==> config.mk <==
export PLATFORM = sky130hd
export DESIGN_NAME = serial_adder_ctrl_flat
export DESIGN_NICKNAME = d
export VERILOG_FILES = /design/src/rtl/serial_adder_ctrl_if.sv /design/src/rtl/serial_adder_ctrl.sv /design/src/flat_wrapper.sv
export SDC_FILE = /design/constraint.sdc
export NUM_CORES = 1
export LEC_CHECK = 0
export BUFFER_PORTS_ARGS = -buffer_cell sky130_fd_sc_hd__buf_4
export CAP_MARGIN = 0
export CORE_ASPECT_RATIO = 1.75
export CORE_MARGIN = 1.5
export CORE_UTILIZATION = 52
export CTS_BUF_LIST = sky130_fd_sc_hd__clkbuf_8
export DETAILED_ROUTE_END_ITERATION = 10
export PLACE_DENSITY = 0.8
export SYNTH_ARGS = -nofsm -noshare
export SYNTH_HDL_FRONTEND = slang
export SYNTH_SLANG_ARGS = --single-unit
==> constraint.sdc <==
create_clock -name clk -period 1.44 [get_ports clk]
set_input_delay 0.288 -clock clk [delete_from_list [all_inputs] [get_ports clk]]
set_output_delay 0.288 -clock clk [all_outputs]
set_load 0.1 [all_outputs]
==> src/rtl/serial_adder_ctrl_if.sv <==
// Handshake and operand/result bundle for the bit-serial add/subtract engine.
// The master drives the request; the slave (the engine) returns status and results.
interface serial_adder_ctrl_if #(
  parameter int WIDTH = 8
);
  logic             start;
  logic             sub;
  logic [WIDTH-1:0] a;
  logic [WIDTH-1:0] b;
  logic             busy;
  logic             done;
  logic [WIDTH-1:0] sum;
  logic             cout;
  logic             ovf;

  modport master (
    output start, sub, a, b,
    input  busy, done, sum, cout, ovf
  );

  modport slave (
    input  start, sub, a, b,
    output busy, done, sum, cout, ovf
  );
endinterface

==> src/rtl/serial_adder_ctrl.sv <==
// Bit-serial add/subtract engine: one full-adder cell plus a carry flop,
// processing one operand bit per clock LSB first, results latched on entry to DONE.
module serial_adder_ctrl #(
  parameter int WIDTH = 8
) (
  input  logic                clk,
  input  logic                rst_n,
  serial_adder_ctrl_if.slave  bus
);

  localparam int CNT_W = $clog2(WIDTH);

  typedef enum logic [1:0] {IDLE, RUN, DONE} state_e;

  state_e           state_q, state_d;
  logic [WIDTH-1:0] sa_q, sa_d;
  logic [WIDTH-1:0] sb_q, sb_d;
  logic [WIDTH-1:0] ps_q, ps_d;
  logic [WIDTH-1:0] sum_q, sum_d;
  logic [CNT_W-1:0] cnt_q, cnt_d;
  logic             c_q, c_d;
  logic             cout_q, cout_d;
  logic             ovf_q, ovf_d;

  logic fa_s, fa_co, last_bit, c_msb_in;

  always_comb begin
    fa_s     = sa_q[0] ^ sb_q[0] ^ c_q;
    fa_co    = (sa_q[0] & sb_q[0]) | (c_q & (sa_q[0] ^ sb_q[0]));
    last_bit = (cnt_q == CNT_W'(WIDTH - 1));
    // Carry into the MSB cell is the carry register while the last bit is processed.
    c_msb_in = c_q;

    state_d = state_q;
    sa_d    = sa_q;
    sb_d    = sb_q;
    ps_d    = ps_q;
    sum_d   = sum_q;
    cnt_d   = cnt_q;
    c_d     = c_q;
    cout_d  = cout_q;
    ovf_d   = ovf_q;

    unique case (state_q)
      IDLE: begin
        if (bus.start) begin
          sa_d    = bus.a;
          // Subtraction is A + ~B + 1: invert B and seed the carry with 1.
          sb_d    = bus.sub ? ~bus.b : bus.b;
          c_d     = bus.sub;
          cnt_d   = '0;
          ps_d    = '0;
          state_d = RUN;
        end
      end
      RUN: begin
        ps_d  = {fa_s, ps_q[WIDTH-1:1]};
        sa_d  = sa_q >> 1;
        sb_d  = sb_q >> 1;
        c_d   = fa_co;
        cnt_d = cnt_q + CNT_W'(1);
        if (last_bit) begin
          sum_d   = {fa_s, ps_q[WIDTH-1:1]};
          cout_d  = fa_co;
          ovf_d   = c_msb_in ^ fa_co;
          cnt_d   = '0;
          state_d = DONE;
        end
      end
      DONE: state_d = IDLE;
      default: state_d = IDLE;
    endcase
  end

  always_ff @(posedge clk or negedge rst_n) begin
    if (!rst_n) begin
      state_q <= IDLE;
      sa_q    <= '0;
      sb_q    <= '0;
      ps_q    <= '0;
      sum_q   <= '0;
      cnt_q   <= '0;
      c_q     <= 1'b0;
      cout_q  <= 1'b0;
      ovf_q   <= 1'b0;
    end else begin
      state_q <= state_d;
      sa_q    <= sa_d;
      sb_q    <= sb_d;
      ps_q    <= ps_d;
      sum_q   <= sum_d;
      cnt_q   <= cnt_d;
      c_q     <= c_d;
      cout_q  <= cout_d;
      ovf_q   <= ovf_d;
    end
  end

  assign bus.busy = (state_q == RUN);
  assign bus.done = (state_q == DONE);
  assign bus.sum  = sum_q;
  assign bus.cout = cout_q;
  assign bus.ovf  = ovf_q;

endmodule

==> src/flat_wrapper.sv <==
// flat-port wrapper written by rule: the top's interface ports become plain ports
module serial_adder_ctrl_flat 
#(
  parameter int WIDTH = 8
)
  (clk, rst_n, bus_start, bus_sub, bus_a, bus_b, bus_busy, bus_done, bus_sum, bus_cout, bus_ovf);
  serial_adder_ctrl_if #(.WIDTH(WIDTH)) bus_i ();
  input  logic clk;
  input  logic rst_n;
  input wire logic [$bits(bus_i.start)-1:0] bus_start;
  input wire logic [$bits(bus_i.sub)-1:0] bus_sub;
  input wire logic [$bits(bus_i.a)-1:0] bus_a;
  input wire logic [$bits(bus_i.b)-1:0] bus_b;
  output wire logic [$bits(bus_i.busy)-1:0] bus_busy;
  output wire logic [$bits(bus_i.done)-1:0] bus_done;
  output wire logic [$bits(bus_i.sum)-1:0] bus_sum;
  output wire logic [$bits(bus_i.cout)-1:0] bus_cout;
  output wire logic [$bits(bus_i.ovf)-1:0] bus_ovf;
  assign bus_i.start = bus_start;
  assign bus_i.sub = bus_sub;
  assign bus_i.a = bus_a;
  assign bus_i.b = bus_b;
  assign bus_busy = bus_i.busy;
  assign bus_done = bus_i.done;
  assign bus_sum = bus_i.sum;
  assign bus_cout = bus_i.cout;
  assign bus_ovf = bus_i.ovf;
  serial_adder_ctrl #(.WIDTH(WIDTH)) u_core (.clk(clk), .rst_n(rst_n), .bus(bus_i));
endmodule
==> results of run 1 <==
[report_power, final]
group	internal (W)	switching, W
combinational	0.00113	0.00183
clock	0.000516	0.000397
sequential	0.00153	0.000350
[layout by cell type (no fill, tap or decap), types with 4 or more instances in the layout]
| cell | count |
|---|---|
| nor2b_1 | 11 |
| xnor2_1 | 8 |
| dfrtp_1 | 37 |
| a22oi_1 | 9 |
| a221o_1 | 6 |
| o21ai_1 | 10 |
| a21oi_1 | 10 |
| o32ai_1 | 6 |
| inv_1 | 8 |
| clkbuf_8 | 5 |
| nand2_1 | 4 |
| mux2_1 | 7 |
| a22o_1 | 10 |
| buf_4 | 45 |
[timing repair]
action,in CTS,in global routing
pin swaps,1,1
resized for setup,13,3
gates cloned,1,0
setup buffers,5,0
endpoints found under the hold margin,39,0
hold buffers,1,0
endpoints found under the setup margin,12,9
[cells by family (layout without fill, tap and decap cells)]
| family | count (synthesis) | count (layout) | synth area share, % |
|---|---|---|---|
| simple gates | 23 | 24 | 7.41 |
| flops | 39 | 39 | 53.0 |
| fa+ha+maj | 3 | 3 | 2.45 |
| buf+inv | 22 | 65 | 6.18 |
| xor+xnor | 9 | 9 | 4.28 |
| compound gates | 53 | 53 | 20.7 |
| mux | 10 | 10 | 6.05 |
[sequential cells by signal (all words and copies together), names as in the netlist]
name,cells
u_core.ps_q,7
u_core.sb_q,8
u_core.bus.sum,8
u_core.bus.cout,1
u_core.sa_q,8
u_core.bus.ovf,1
u_core.state_q,2
u_core.c_msb_in,1
u_core.cnt_q,3
[worst max-delay path, stage by stage, from the launching register on]
cell     delay (ps)
dfrtp_2         450
buf_6           140
nor2b_4         120
buf_12          180
[area by class of cell]
cell class	count	area (µm²)
flip-flops and latches	39	978
inverters	8	30.0
multi-input cells	99	811
clock inverters	3	43.8
fillers	243	1010
clock buffers	5	68.8
repair buffers	49	399
well taps	45	56.3
[metal layers]
layer	vias up	global-route usage, %	share of wire (%)
met5	-	0	0
met4	0	9.19	1.6
met3	6	5.49	3.4
met2	38	40.4	57
met1	716	28.3	38
li1	657	-	-
[path summary, 6_finish.rpt]
kind | end | slack, ps
worst max-delay path | bus_done | -20
worst min-delay path | u_core.sa_q[0] | 260
worst max register to register | u_core.cnt_q[0] | 30
worst min register to register | u_core.bus.ovf | 490
max in group asynchronous | u_core.state_q[0] | 590
min in group asynchronous | u_core.sb_q[3] | 500
[through the flow]
stage	area (µm²)	setup TNS [ps]	hold WS [ps]
detailed placement	2140	-1090	283
CTS	2370	-19.4	269
finish	2390	-24.0	263
global route	2390	-57.8	286
global placement	2140	-353	273
floorplan	1870	-98.2	-7.59
==> results.yml, run 1 <==
clock_network:
  clockBufferDepth: 2
  cts_root_buf: "clkbuf_8"
  path_clk_slew_ps: 80
  cts_made_buffers: 5
  clk-insertion-delay-late_ps: 290
  cts_sinks: 39
  cts-htree-levels: 2
  cts_tree: "done"
layout:
  n_antenna_cell: 0
  drive_gt1_share_pct: 33.0
  area_growth_pct: 29.6
  fin_cells: 248
  utilization_pct: 70.3
  nNetsFinal: 225
grt:
  antenna_found_initial: 0
  grt_max_degree: 40
  grt_pass1_vias: 1491
  grt_first_pass_wirelength_mm: 6.65
  gr-total-overflow: 0
  grt_usage_pct: 24.0
power_and_ir_drop:
  p_per_area_nw_per_um2: 2410
  total_power_w: 0.00576
  total_leakage_power_nw: 1.11
  vdd_drop_max_uv: 2000
sta:
  rsz0062_at_grt: "yes"
  slew_headroom_pct: 68.1
  worst_slack_ps: -24.0
  tightest_slew_ps: 479
  fin_crit_sh_pct: 102
  fin_crit_ps: 1460
  setup_viol: 1
  skew_ps: 4.77
  finalMaxSlewViolations: 0
  fmax_ghz: 0.683
  hold_violations: 0
floorplanning:
  die_w_um: 48.0
  dieArea_um2: 3920
  start_util_pct: 54.2
  fp.coreArea_um2: 3400
  die_h_um: 81.7
  row_count: 28
  io_pins: 32
detailed_routing:
  post-route-drc-count: 0
  wl_mm: 4.10
  drtPass1Iterations: 4
  viasPerCell: 5.71
  via_count: 1417
  ant_nets: 0
  drt_iter0_markers: 35
  drt-wirelength-per-cell_um: 16.5
setup_path:
  r2r_cells: 4
  reg2reg_from: "u_core.state_q[0]"
  crit_type: "register to output pin"
  critPathLaunch: "u_core.state_q[0]"
  crit_arrival_ps: 1180
  end_kind: "output pin"
  cp.required_ps: 1150
  cp-start-kind: "register"
  cp_max_fo: 5
placement:
  dp_worst_setup_slack_ps: -131
  port_buffers: 31
  hpwlAfterDp_mm: 2.74
  dp.cells: 233
  place_congestion: 0.749
logic_synthesis:
  synthesis.nets: 182
  synth_edf_count: 0
  ys_seq_elements: 39
  synthArstFlopShare_pct: 100
  dominantRegCellSynth: "dfrtp_1"
  synth_common_cells: "dfrtp_1 (39), nor2b_1 (13)"
  syn_area_um2: 1840
  post-synth-top-count-cell: "dfrtp_1"
  seq_area_frac_synth_pct: 53.0
  avgSynthCellArea_um2: 11.6
  synth_warnings: 0
  synth_top_area_share_pct: 53.0
  yosysTopAreaCell: "dfrtp_1"
  ys_types: 28
  synth_area_leaders: "dfrtp_1 (53%), a22o_1 (4.8%), nor2b_1 (4.4%)"
  netlist_instances: 159
worst_hold_path:
  min_path_type: "input port to register"
  min_from: "bus_a[0]"
  whs_path_depth: 3
run_status:
  violations: "negative setup slack"
  status: "finished, violations left"
run:
  maxCapViolCount: 0
No activity file was read; power rests on OpenSTA's default activity.
==> run 2, diff against run 1 <==
--- a/config.mk
+++ b/config.mk
@@ -5,6 +5,7 @@
 export SDC_FILE = /design/constraint.sdc
 export NUM_CORES = 1
 export LEC_CHECK = 0
+export ABC_CLOCK_PERIOD_IN_PS = 1440
 export BUFFER_PORTS_ARGS = -buffer_cell sky130_fd_sc_hd__buf_4
 export CAP_MARGIN = 0
 export CORE_ASPECT_RATIO = 1.75
@@ -12,7 +13,7 @@
 export CORE_UTILIZATION = 52
 export CTS_BUF_LIST = sky130_fd_sc_hd__clkbuf_8
 export DETAILED_ROUTE_END_ITERATION = 10
-export PLACE_DENSITY = 0.8
+export PLACE_DENSITY = 0.78
 export SYNTH_ARGS = -nofsm -noshare
 export SYNTH_HDL_FRONTEND = slang
 export SYNTH_SLANG_ARGS = --single-unit
==> run 2 against run 1 <==
The run still ends with negative setup slack left. Die area is the same. Sequential share of layout area grew 0.46 points. Clock power shrank 26%. Setup slack lost 11 ps. Sequential power is essentially flat. Non-clock buffer count grew 1. Worst hold slack gained 3.3 ps. Global-route usage shrank 0.43 points. Register-to-register slack is essentially flat. Largest power group unchanged.
==> results.yml, run 2 (same netlist as run 1, synthesis figures left out) <==
layout:
  seq_area_um2: 978
  final_cell_mix: "buf_4 (46), dfrtp_1 (37), nor2b_1 (11)"
  area_growth_pct: 28.2
  layout_commonest_cell: "buf_4"
  multi_input_comb_area_um2: 808
  n_antenna_cell: 0
  nNetsFinal: 226
  fin_cells: 249
  fillers: 246
  drive_gt1_share_pct: 31.9
clock_network:
  cts_tree: "done"
  path_clk_slew_ps: 70
  cts_made_buffers: 5
  cts-htree-levels: 2
  cts_sinks: 39
  cts_root_buf: "clkbuf_8"
  clk-insertion-delay-late_ps: 290
  clockBufferDepth: 2
detailed_routing:
  drt_iter0_markers: 24
  post-route-drc-count: 0
  via_count: 1439
  drtPass1Iterations: 4
  viasPerCell: 5.78
  drt-wirelength-per-cell_um: 16.6
  wl_mm: 4.12
  ant_nets: 0
placement:
  dp_worst_setup_slack_ps: -109
  place_congestion: 0.800
  hpwlAfterDp_mm: 2.70
  port_buffers: 31
  dp.cells: 234
grt:
  antenna_found_initial: 0
  gr-total-overflow: 0
  grt_usage_pct: 23.5
  grt_max_degree: 40
  grt_first_pass_wirelength_mm: 6.55
  grt_pass1_vias: 1468
sta:
  slew_headroom_pct: 68.0
  worst_slack_ps: -34.9
  setup_viol: 2
  hold_violations: 0
  fin_crit_sh_pct: 102
  timing.hold.ws_ps: 266
  fmax_ghz: 0.678
  finalMaxSlewViolations: 0
  tightest_slew_ps: 479
  fin_crit_ps: 1470
  rsz0062_at_grt: "yes"
  skew_ps: 4.21
floorplanning:
  fp.coreArea_um2: 3400
  die_h_um: 81.7
  die_w_um: 48.0
  start_util_pct: 54.2
  dieArea_um2: 3920
  io_pins: 32
  row_count: 28
power_and_ir_drop:
  vdd_drop_max_uv: 2010
  total_leakage_power_nw: 1.11
  p_per_area_nw_per_um2: 2350
run:
  maxCapViolCount: 0
setup_path:
  critPathLaunch: "u_core.state_q[0]"
  cp_max_fo: 5
  reg2reg_from: "u_core.cnt_q[0]"
  crit_type: "register to output pin"
  crit_arrival_ps: 1190
  reg2reg_setup_slack_ps: 30
  cp-start-kind: "register"
  cp.required_ps: 1150
  end_kind: "output pin"
run_status:
  violations: "negative setup slack"
  status: "finished, violations left"
worst_hold_path:
  min_from: "bus_a[6]"
  min_path_type: "input port to register"
[run 2: timing repair]
item,CTS,global route
endpoints found under the hold margin,39,0
pin swaps,1,0
hold buffers,1,0
gates resized for setup,14,1
gates cloned,1,0
endpoints found under the setup margin,11,9
setup buffers,3,2
[run 2: path summary, 6_finish.rpt]
| path | to | depth (start not counted) |
|---|---|---|
| max | bus_done | 3 |
| max reg2reg | u_core.bus.sum[3] | 4 |
| max in group asynchronous | u_core.state_q[1] | 2 |
| min in group asynchronous | u_core.sb_q[2] | 2 |
| min | u_core.sa_q[6] | 3 |
| min reg2reg | u_core.bus.sum[1] | 1 |
[run 2: layer usage]
layer	vias to the layer above	part of all wire [%]	GRT usage (%)
li1	661	-	-
met3	6	3.2	5.27
met1	736	38	28.4
met2	36	57	38.9
met4	0	2.0	9.46
met5	-	0	0
[run 2: final cells by class]
cell class / instances / area share [%]
timing repair buffer: 50 / 17.2
clock inverter: 3 / 0.530
clock buffer: 5 / 2.91
tap: 45 / 2.38
inverter: 8 / 1.27
multi-input combinational: 99 / 34.2
sequential: 39 / 41.4
[run 2: stage by stage]
stage                     utilization, %  area [µm²]  setup TNS (ps)  total power [W]
after floorplan                        -        1870           -98.2          0.00394
after global placement              63.3        2150            -293          0.00448
after detailed placement            63.3        2150            -807          0.00460
after CTS                           68.7        2340           -25.5          0.00551
after global routing                69.5        2360            -114          0.00587
final                               69.5        2360           -52.1          0.00556
[run 2: report_power, final]
part | switching [W] | total, W | internal (W)
clock | 0.000355 | 0.000680 | 0.000325
combinational | 0.00185 | 0.00299 | 0.00114
sequential | 0.000348 | 0.00188 | 0.00153
total | 0.00255 | 0.00556 | 0.00300
[run 2: worst max-delay path, stage by stage (launching register included)]
cell and delay [ps]:
dfrtp_2 450, buf_6 140, nor2b_4 130, buf_12 180
